## src/rtl/router_4x4_pkg.sv

```systemverilog
// router_4x4_pkg: shared widths, CSR map, input-buffer states and the
// round-robin pick used by every output arbiter.
package router_4x4_pkg;
  localparam int DATA_W    = 8;
  localparam int BUF_DEPTH = 64;
  localparam int NPORTS    = 4;
  localparam int CSR_AW    = 8;
  localparam int CSR_DW    = 32;
  localparam int PW        = $clog2(NPORTS);
  localparam int AW        = $clog2(BUF_DEPTH);
  localparam int CNT_W     = $clog2(BUF_DEPTH + 1);
  localparam logic [CSR_AW-1:0] A_CTRL = 'h00;
  localparam logic [CSR_AW-1:0] A_RX   = 'h10;
  localparam logic [CSR_AW-1:0] A_TX   = 'h20;
  localparam logic [CSR_AW-1:0] A_DROP = 'h30;

  typedef enum logic [1:0] {IDLE, RECV, HOLD, SEND} in_state_e;

  // Returns {found, index}; the input right after `last` has top priority.
  function automatic logic [PW:0] rr_pick(input logic [NPORTS-1:0] req, input logic [PW-1:0] last);
    logic [PW-1:0] i;
    rr_pick = '0;
    for (int k = NPORTS; k >= 1; k--) begin
      i = last + PW'(k);
      if (req[i]) rr_pick = {1'b1, i};
    end
  endfunction
endpackage

```

## src/rtl/router_4x4_in_port.sv

```systemverilog
// router_4x4_in_port: single-packet store-and-forward buffer with framing,
// legality checks, request/grant handshake and rx/drop pulses.
module router_4x4_in_port
  import router_4x4_pkg::*;
(
  input  logic              clk_i,
  input  logic              reset_i,
  input  logic              en_i,
  input  logic [DATA_W-1:0] sa_i,
  input  logic              sa_valid_i,
  input  logic              gnt_i,
  output logic              req_o,
  output logic [DATA_W-1:0] dest_o,
  output logic [DATA_W-1:0] tx_data_o,
  output logic              last_o,
  output logic              rx_o,
  output logic              drop_o
);
  in_state_e         state_q, state_d;
  logic [DATA_W-1:0] mem_q [BUF_DEPTH];
  logic [CNT_W-1:0]  len_q, len_d, ptr_q, ptr_d;
  logic [DATA_W-1:0] dest_q, dest_d;
  logic [AW-1:0]     waddr;
  logic              v_q, skip_q, skip_d, over_q, over_d, rx_q, drop_q;
  logic              rise, take, legal, wen;

  always_comb begin
    rise = sa_valid_i & ~v_q;
    take = rise & en_i & (state_q == IDLE);
    legal = ~over_q & (len_q >= CNT_W'(2)) & (dest_q != '0) & (dest_q <= DATA_W'(NPORTS));
    wen = take | ((state_q == RECV) & sa_valid_i & (len_q != CNT_W'(BUF_DEPTH)));
    waddr = take ? '0 : len_q[AW-1:0];
    last_o = (state_q == SEND) & (ptr_q == len_q - CNT_W'(1));
    // A packet that cannot be taken is swallowed until its valid falls.
    skip_d = rise ? ~take : skip_q & sa_valid_i;
    state_d = state_q;
    len_d = len_q;
    ptr_d = ptr_q;
    dest_d = dest_q;
    over_d = over_q;
    case (state_q)
      IDLE: if (take) begin
        state_d = RECV;
        len_d = CNT_W'(1);
        dest_d = sa_i;
        over_d = 1'b0;
      end
      RECV: if (!sa_valid_i) state_d = legal ? HOLD : IDLE;
        else if (len_q == CNT_W'(BUF_DEPTH)) over_d = 1'b1;
        else len_d = len_q + CNT_W'(1);
      HOLD: if (gnt_i) begin
        state_d = SEND;
        ptr_d = '0;
      end
      SEND: begin
        ptr_d = ptr_q + CNT_W'(1);
        if (last_o) state_d = IDLE;
      end
      default: state_d = IDLE;
    endcase
  end

  always_ff @(posedge clk_i or posedge reset_i) begin
    if (reset_i) begin
      state_q <= IDLE;
      len_q <= '0;
      ptr_q <= '0;
      dest_q <= '0;
      v_q <= 1'b0;
      skip_q <= 1'b0;
      over_q <= 1'b0;
      rx_q <= 1'b0;
      drop_q <= 1'b0;
    end else begin
      state_q <= state_d;
      len_q <= len_d;
      ptr_q <= ptr_d;
      dest_q <= dest_d;
      v_q <= sa_valid_i;
      skip_q <= skip_d;
      over_q <= over_d;
      rx_q <= (state_q == RECV) & ~sa_valid_i & legal;
      drop_q <= ((state_q == RECV) & ~sa_valid_i & ~legal) | (skip_q & ~sa_valid_i);
    end
  end

  always_ff @(posedge clk_i) if (wen) mem_q[waddr] <= sa_i;

  assign req_o = state_q == HOLD;
  assign dest_o = dest_q;
  assign tx_data_o = mem_q[ptr_q[AW-1:0]];
  assign rx_o = rx_q;
  assign drop_o = drop_q;
endmodule

```

## src/rtl/router_4x4.sv

```systemverilog
// router_4x4: four-port packet router with per-output round-robin arbiters,
// registered output muxes and a CSR block with per-port counters.
module router_4x4
  import router_4x4_pkg::*;
(
  input  logic              clk_i,
  input  logic              reset_i,
  input  logic [DATA_W-1:0] sa1_i,
  input  logic [DATA_W-1:0] sa2_i,
  input  logic [DATA_W-1:0] sa3_i,
  input  logic [DATA_W-1:0] sa4_i,
  input  logic              sa1_valid_i,
  input  logic              sa2_valid_i,
  input  logic              sa3_valid_i,
  input  logic              sa4_valid_i,
  output logic [DATA_W-1:0] da1_o,
  output logic [DATA_W-1:0] da2_o,
  output logic [DATA_W-1:0] da3_o,
  output logic [DATA_W-1:0] da4_o,
  output logic              da1_valid_o,
  output logic              da2_valid_o,
  output logic              da3_valid_o,
  output logic              da4_valid_o,
  input  logic              wr_i,
  input  logic              rd_i,
  input  logic [CSR_AW-1:0] addr_i,
  input  logic [CSR_DW-1:0] wdata_i,
  output logic [CSR_DW-1:0] rdata_o
);
  logic [NPORTS-1:0][DATA_W-1:0] sa, dest, txd, da_q;
  logic [NPORTS-1:0]             sv, req, gnt, last, rxp, drp, busy_q, dv_q, done;
  logic [NPORTS-1:0][NPORTS-1:0] oreq;
  logic [NPORTS-1:0][PW:0]       pick;
  logic [NPORTS-1:0][PW-1:0]     last_q;
  logic [NPORTS-1:0][CSR_DW-1:0] rx_q, tx_q, dr_q;
  logic [CSR_DW-1:0]             rdata_q, rmux;
  logic                          en_q, clr, unused_wdata;

  assign sa = {sa4_i, sa3_i, sa2_i, sa1_i};
  assign sv = {sa4_valid_i, sa3_valid_i, sa2_valid_i, sa1_valid_i};
  assign {da4_o, da3_o, da2_o, da1_o} = da_q;
  assign {da4_valid_o, da3_valid_o, da2_valid_o, da1_valid_o} = dv_q;
  assign rdata_o = rdata_q;
  assign clr = wr_i & (addr_i == A_CTRL) & wdata_i[1];
  assign unused_wdata = ^wdata_i[CSR_DW-1:2];

  for (genvar p = 0; p < NPORTS; p++) begin : g_in
    router_4x4_in_port u_in (
      .clk_i(clk_i),
      .reset_i(reset_i),
      .en_i(en_q),
      .sa_i(sa[p]),
      .sa_valid_i(sv[p]),
      .gnt_i(gnt[p]),
      .req_o(req[p]),
      .dest_o(dest[p]),
      .tx_data_o(txd[p]),
      .last_o(last[p]),
      .rx_o(rxp[p]),
      .drop_o(drp[p])
    );
  end

  // last_q doubles as the current owner while an output is busy.
  always_comb begin
    oreq = '0;
    pick = '0;
    gnt = '0;
    done = '0;
    for (int m = 0; m < NPORTS; m++) begin
      for (int i = 0; i < NPORTS; i++) oreq[m][i] = req[i] & (dest[i] == DATA_W'(m + 1));
      pick[m] = rr_pick(oreq[m], last_q[m]);
      if (!busy_q[m] && pick[m][PW]) gnt[pick[m][PW-1:0]] = 1'b1;
      done[m] = busy_q[m] & last[last_q[m]];
    end
  end

  always_comb begin
    rmux = '0;
    if (addr_i == A_CTRL) rmux = CSR_DW'(en_q);
    for (int i = 0; i < NPORTS; i++) begin
      if (addr_i == A_RX + CSR_AW'(i)) rmux = rx_q[i];
      if (addr_i == A_TX + CSR_AW'(i)) rmux = tx_q[i];
      if (addr_i == A_DROP + CSR_AW'(i)) rmux = dr_q[i];
    end
  end

  always_ff @(posedge clk_i or posedge reset_i) begin
    if (reset_i) begin
      busy_q <= '0;
      last_q <= '1;
      dv_q <= '0;
      da_q <= '0;
      rx_q <= '0;
      tx_q <= '0;
      dr_q <= '0;
      en_q <= 1'b1;
      rdata_q <= '0;
    end else begin
      for (int m = 0; m < NPORTS; m++) begin
        dv_q[m] <= busy_q[m];
        da_q[m] <= busy_q[m] ? txd[last_q[m]] : '0;
        if (busy_q[m] ? done[m] : pick[m][PW]) busy_q[m] <= ~busy_q[m];
        if (!busy_q[m] && pick[m][PW]) last_q[m] <= pick[m][PW-1:0];
        rx_q[m] <= clr ? '0 : rx_q[m] + CSR_DW'(rxp[m]);
        tx_q[m] <= clr ? '0 : tx_q[m] + CSR_DW'(done[m]);
        dr_q[m] <= clr ? '0 : dr_q[m] + CSR_DW'(drp[m]);
      end
      if (wr_i && addr_i == A_CTRL) en_q <= wdata_i[0];
      if (rd_i) rdata_q <= rmux;
    end
  end
endmodule

```

## config.mk

```make
export PLATFORM = sky130hd
export DESIGN_NAME = router_4x4
export DESIGN_NICKNAME = d
export VERILOG_FILES = /design/src/rtl/router_4x4_pkg.sv /design/src/rtl/router_4x4_in_port.sv /design/src/rtl/router_4x4.sv
export SDC_FILE = /design/constraint.sdc
export NUM_CORES = 2
export LEC_CHECK = 0
export CORE_MARGIN = 4
export CORE_UTILIZATION = 55
export CTS_CLUSTER_SIZE = 10
export DETAILED_ROUTE_END_ITERATION = 10
export GPL_ROUTABILITY_DRIVEN = 0
export PLACE_DENSITY = 0.78
export SLEW_MARGIN = 25
export SYNTH_ARGS = -nofsm -noshare
export SYNTH_HDL_FRONTEND = slang
export SYNTH_HIERARCHICAL = 1
export SYNTH_SLANG_ARGS = --single-unit
```

## constraint.sdc

```tcl
create_clock -name clk_i -period 19.7 [get_ports clk_i]
set_input_delay 2.955 -clock clk_i [delete_from_list [all_inputs] [get_ports clk_i]]
set_output_delay 2.955 -clock clk_i [all_outputs]
set_load 0.02 [all_outputs]
```

==> results.yml <==
setup_path:
  rr_startpoint: "g_in[3].u_in/len_q[1]"
  critPathMaxFanout: 190
  r2r-end: "tx_q[122]"
  cp.arrival_ns: 7.18
  cp-start-kind: "input port"
  reg2reg_slack_ns: 14.35
  cp.required_ns: 20.45
  slowest_stage: "nor3_1"
  cp-startpoint: "addr_i[7]"
  r2r_cells: 15
  slowest_delay_ns: 0.88
  criticalPathCategory: "input port to flip-flop"
  cp_cell_sequence: "clkdlybuf4s50_1 -> nor3_1 -> and4b_1 -> and2_4 -> buf_12 -> buf_6 -> nor2_1"
  cp-end-kind: "flip-flop"
synth:
  syn_nets: 7217
  synth_cells: 7093
  synth.cell_area_um2: 112000
  async_flop_share_pct: 22.1
  synth_largest_area_cell: "edfxtp_1"
  yosysSeqAreaShare_pct: 68.1
  synth_top_area_share_pct: 55.1
  synth_edf_count: 2048
  ys_ff_latch: 2629
  synth.distinct_cells: 102
  netlist_top_cells_area: "edfxtp_1 (55%), dfrtp_1 (13%), mux4_2 (11%), nor2_1 (2.5%), xnor2_1 (1.5%)"
  avgSynthCellArea_um2: 15.7
  ys_warn_count: 6
  ys_dominant_reg_cell: "edfxtp_1"
global_route:
  top_usage_layer: "met2"
  grt_pass1_wl_mm: 428
  met1_usage_pct: 36.3
  grt_overflow_total: 0
  met2_usage_pct: 41.9
  grt_pass1_vias: 66400
  grt_max_degree: 191
  grt_util_met3_pct: 5.22
  antenna_found_initial: 4
  gr-usage-all-layers_pct: 27.0
detailed_routing:
  via_per_inst: 6.67
  drt_iter0_drc: 10000
  wl_per_cell_um: 28.4
  first_pass_iters: 6
  drt_wl_total_mm: 285
  drc: 0
  via_count: 67000
  ant_nets: 0
floorplanning:
  coreArea_um2: 202000
  io_pins: 148
  die_x_um: 459
  row_count: 165
  dieHeight_um: 459
  start_util_pct: 55.2
  dieArea_um2: 210000
sta:
  fin_skew_ns: 0.0752
  tightest_slew_ns: 1.13
  finalSetupViolCount: 0
  slew_headroom_pct: 24.0
  whs_ns: 0.502
  fmax_ghz: 0.155
  slew_viol_final: 0
  min_period_ns: 6.43
  setup_ws_ns: 13.27
  timing.final.hold_violations: 0
  tns_ns: 0
  post-route-period-util_pct: 32.6
  rsz0062_at_grt: "false"
job:
  drv_cap: 0
final_layout:
  final_cell_mix: "edfxtp_1 (2048), nor2_1 (743), dfrtp_1 (558)"
  num-fill-cells: 13900
  layout.nets: 7369
  stdcell_count: 10100
  final_common_cell: "edfxtp_1"
  drive_above_1_share_pct: 15.6
  syn_to_final_growth_pct: 10.9
  final_core_util_pct: 61.2
  finalInstanceArea_um2: 124000
pwr:
  p_leak_nw: 40.3
  ir_drop_mv: 0.110
  power_per_cell_area_nw_per_um2: 115
  report.power.total_mw: 14.2
clocking:
  cts_buffer_depth: 4
  clkLatencyLatePin_ns: 0.94
  cts_made_buffers: 317
  cts_hold_buf: 0
  htree_levels: 5
  path_clk_slew_ns: 0.06
  cts.repair.resized: 0
  cts_root_buf: "clkbuf_16"
  cts_setup_buffers: 0
  cts_tree: "yes"
  cts_sinks: 2629
placed_design:
  dp.cells: 9597
  dp_hpwl_mm: 176
  dpl_cell_area_um2: 115000
  dp_worst_setup_slack_ns: 12.17
  port_buffers: 117
hold_path:
  hp-class: "flip-flop to flip-flop"
  hold-path-endpoint: "g_in[1].u_in/drop_o"
  min_path_cells: 2
  hold_path_startpoint: "g_in[1].u_in/skip_q"
run_status:
  status: "finished, final reports clean"
[layer usage]
metal	vias up	part of all wire [%]	wire length [um]
met5	-	0	0
met4	0	6.6	18700
met3	877	10	28600
met2	4321	47	135000
met1	33900	36	103000
li1	27900	-	-
[how the worst max path moves through the flow]
| stage | slack, ns | to | cells past startpoint |
|---|---|---|---|
| after CTS | 13.12 | rx_q[48] | 7 |
| after detailed placement | 12.17 | tx_q[24] | 7 |
| after floorplan | 3.79 | busy_q[0] | 1 |
| final | 13.27 | rx_q[48] | 7 |
| after global routing | 13.06 | rx_q[48] | 7 |
| after global placement | 12.26 | rx_q[48] | 7 |
[synthesized netlist by cell type, types with 16 or more instances]
| master | n |
|---|---|
| a2111oi_0 | 16 |
| a211oi_1 | 30 |
| a21o_1 | 16 |
| a21oi_1 | 171 |
| a221oi_1 | 23 |
| a22o_1 | 27 |
| a22oi_1 | 122 |
| and2_1 | 61 |
| and3_1 | 54 |
| and4_1 | 68 |
| buf_1 | 22 |
| buf_2 | 135 |
| buf_4 | 50 |
| buf_6 | 24 |
| clkbuf_1 | 148 |
| dfrtp_1 | 572 |
| edfxtp_1 | 2048 |
| ha_1 | 44 |
| inv_1 | 74 |
| mux2_2 | 46 |
| mux2i_1 | 102 |
| mux4_2 | 528 |
| nand2_1 | 380 |
| nand2b_1 | 36 |
| nand3_1 | 186 |
| nand4_1 | 117 |
| nor2_1 | 753 |
| nor2b_1 | 79 |
| nor3_1 | 91 |
| nor4_1 | 38 |
| o211ai_1 | 17 |
| o21ai_0 | 174 |
| o221ai_1 | 54 |
| o22ai_1 | 85 |
| or3_1 | 115 |
| xnor2_1 | 197 |
| xor2_1 | 127 |
[where the power goes]
part,total [mW],internal [mW],switching [mW]
Sequential,6.57,6.17,0.403
Combinational,2.52,1.15,1.37
Clock,5.12,3.01,2.11
[registers in the layout, summed over array words and instances, names as in the netlist, 8 cells and up, named ones only]
name,count
da4_o,8
da3_o,8
rdata_o,32
last_q,8
g_in.u_in/ptr_q,28
da2_o,8
dr_q,128
g_in.u_in/dest_o,32
g_in.u_in/len_q,28
g_in.u_in/mem_q,2048
da1_o,8
tx_q,128
rx_q,128
[cell families (layout without fill, tap and decap cells)]
group | count (synthesis) | after routing | share of synthesized area, %
flip-flops | 2629 | 2629 | 68.1
AND/OR/NAND/NOR | 2086 | 2086 | 9.24
AO/OA/AOI/OAI | 863 | 863 | 5.23
multiplexers | 688 | 688 | 12.3
buffers and inverters | 459 | 741 | 2.06
XOR/XNOR | 324 | 324 | 2.54
adder cells (fa/ha/maj) | 44 | 44 | 0.493
other | 0 | 5 | 0
[final cells by class]
class | instances | area (um^2) | area share (%)
clock buffer | 435 | 8530 | 6.89
antenna | 5 | 12.5 | 0.0101
clock inverter | 14 | 194 | 0.157
inverter | 76 | 298 | 0.241
tap | 2672 | 3340 | 2.70
timing repair buffer | 216 | 1880 | 1.52
sequential | 2629 | 76100 | 61.5
multi-input combinational | 4005 | 33400 | 27.0
[critical path: cells and delay by family]
family,cells,cell delay [ns]
simple gates,4,2.20
buf+inv,3,1.95
Power figures use the tool's default switching activity.
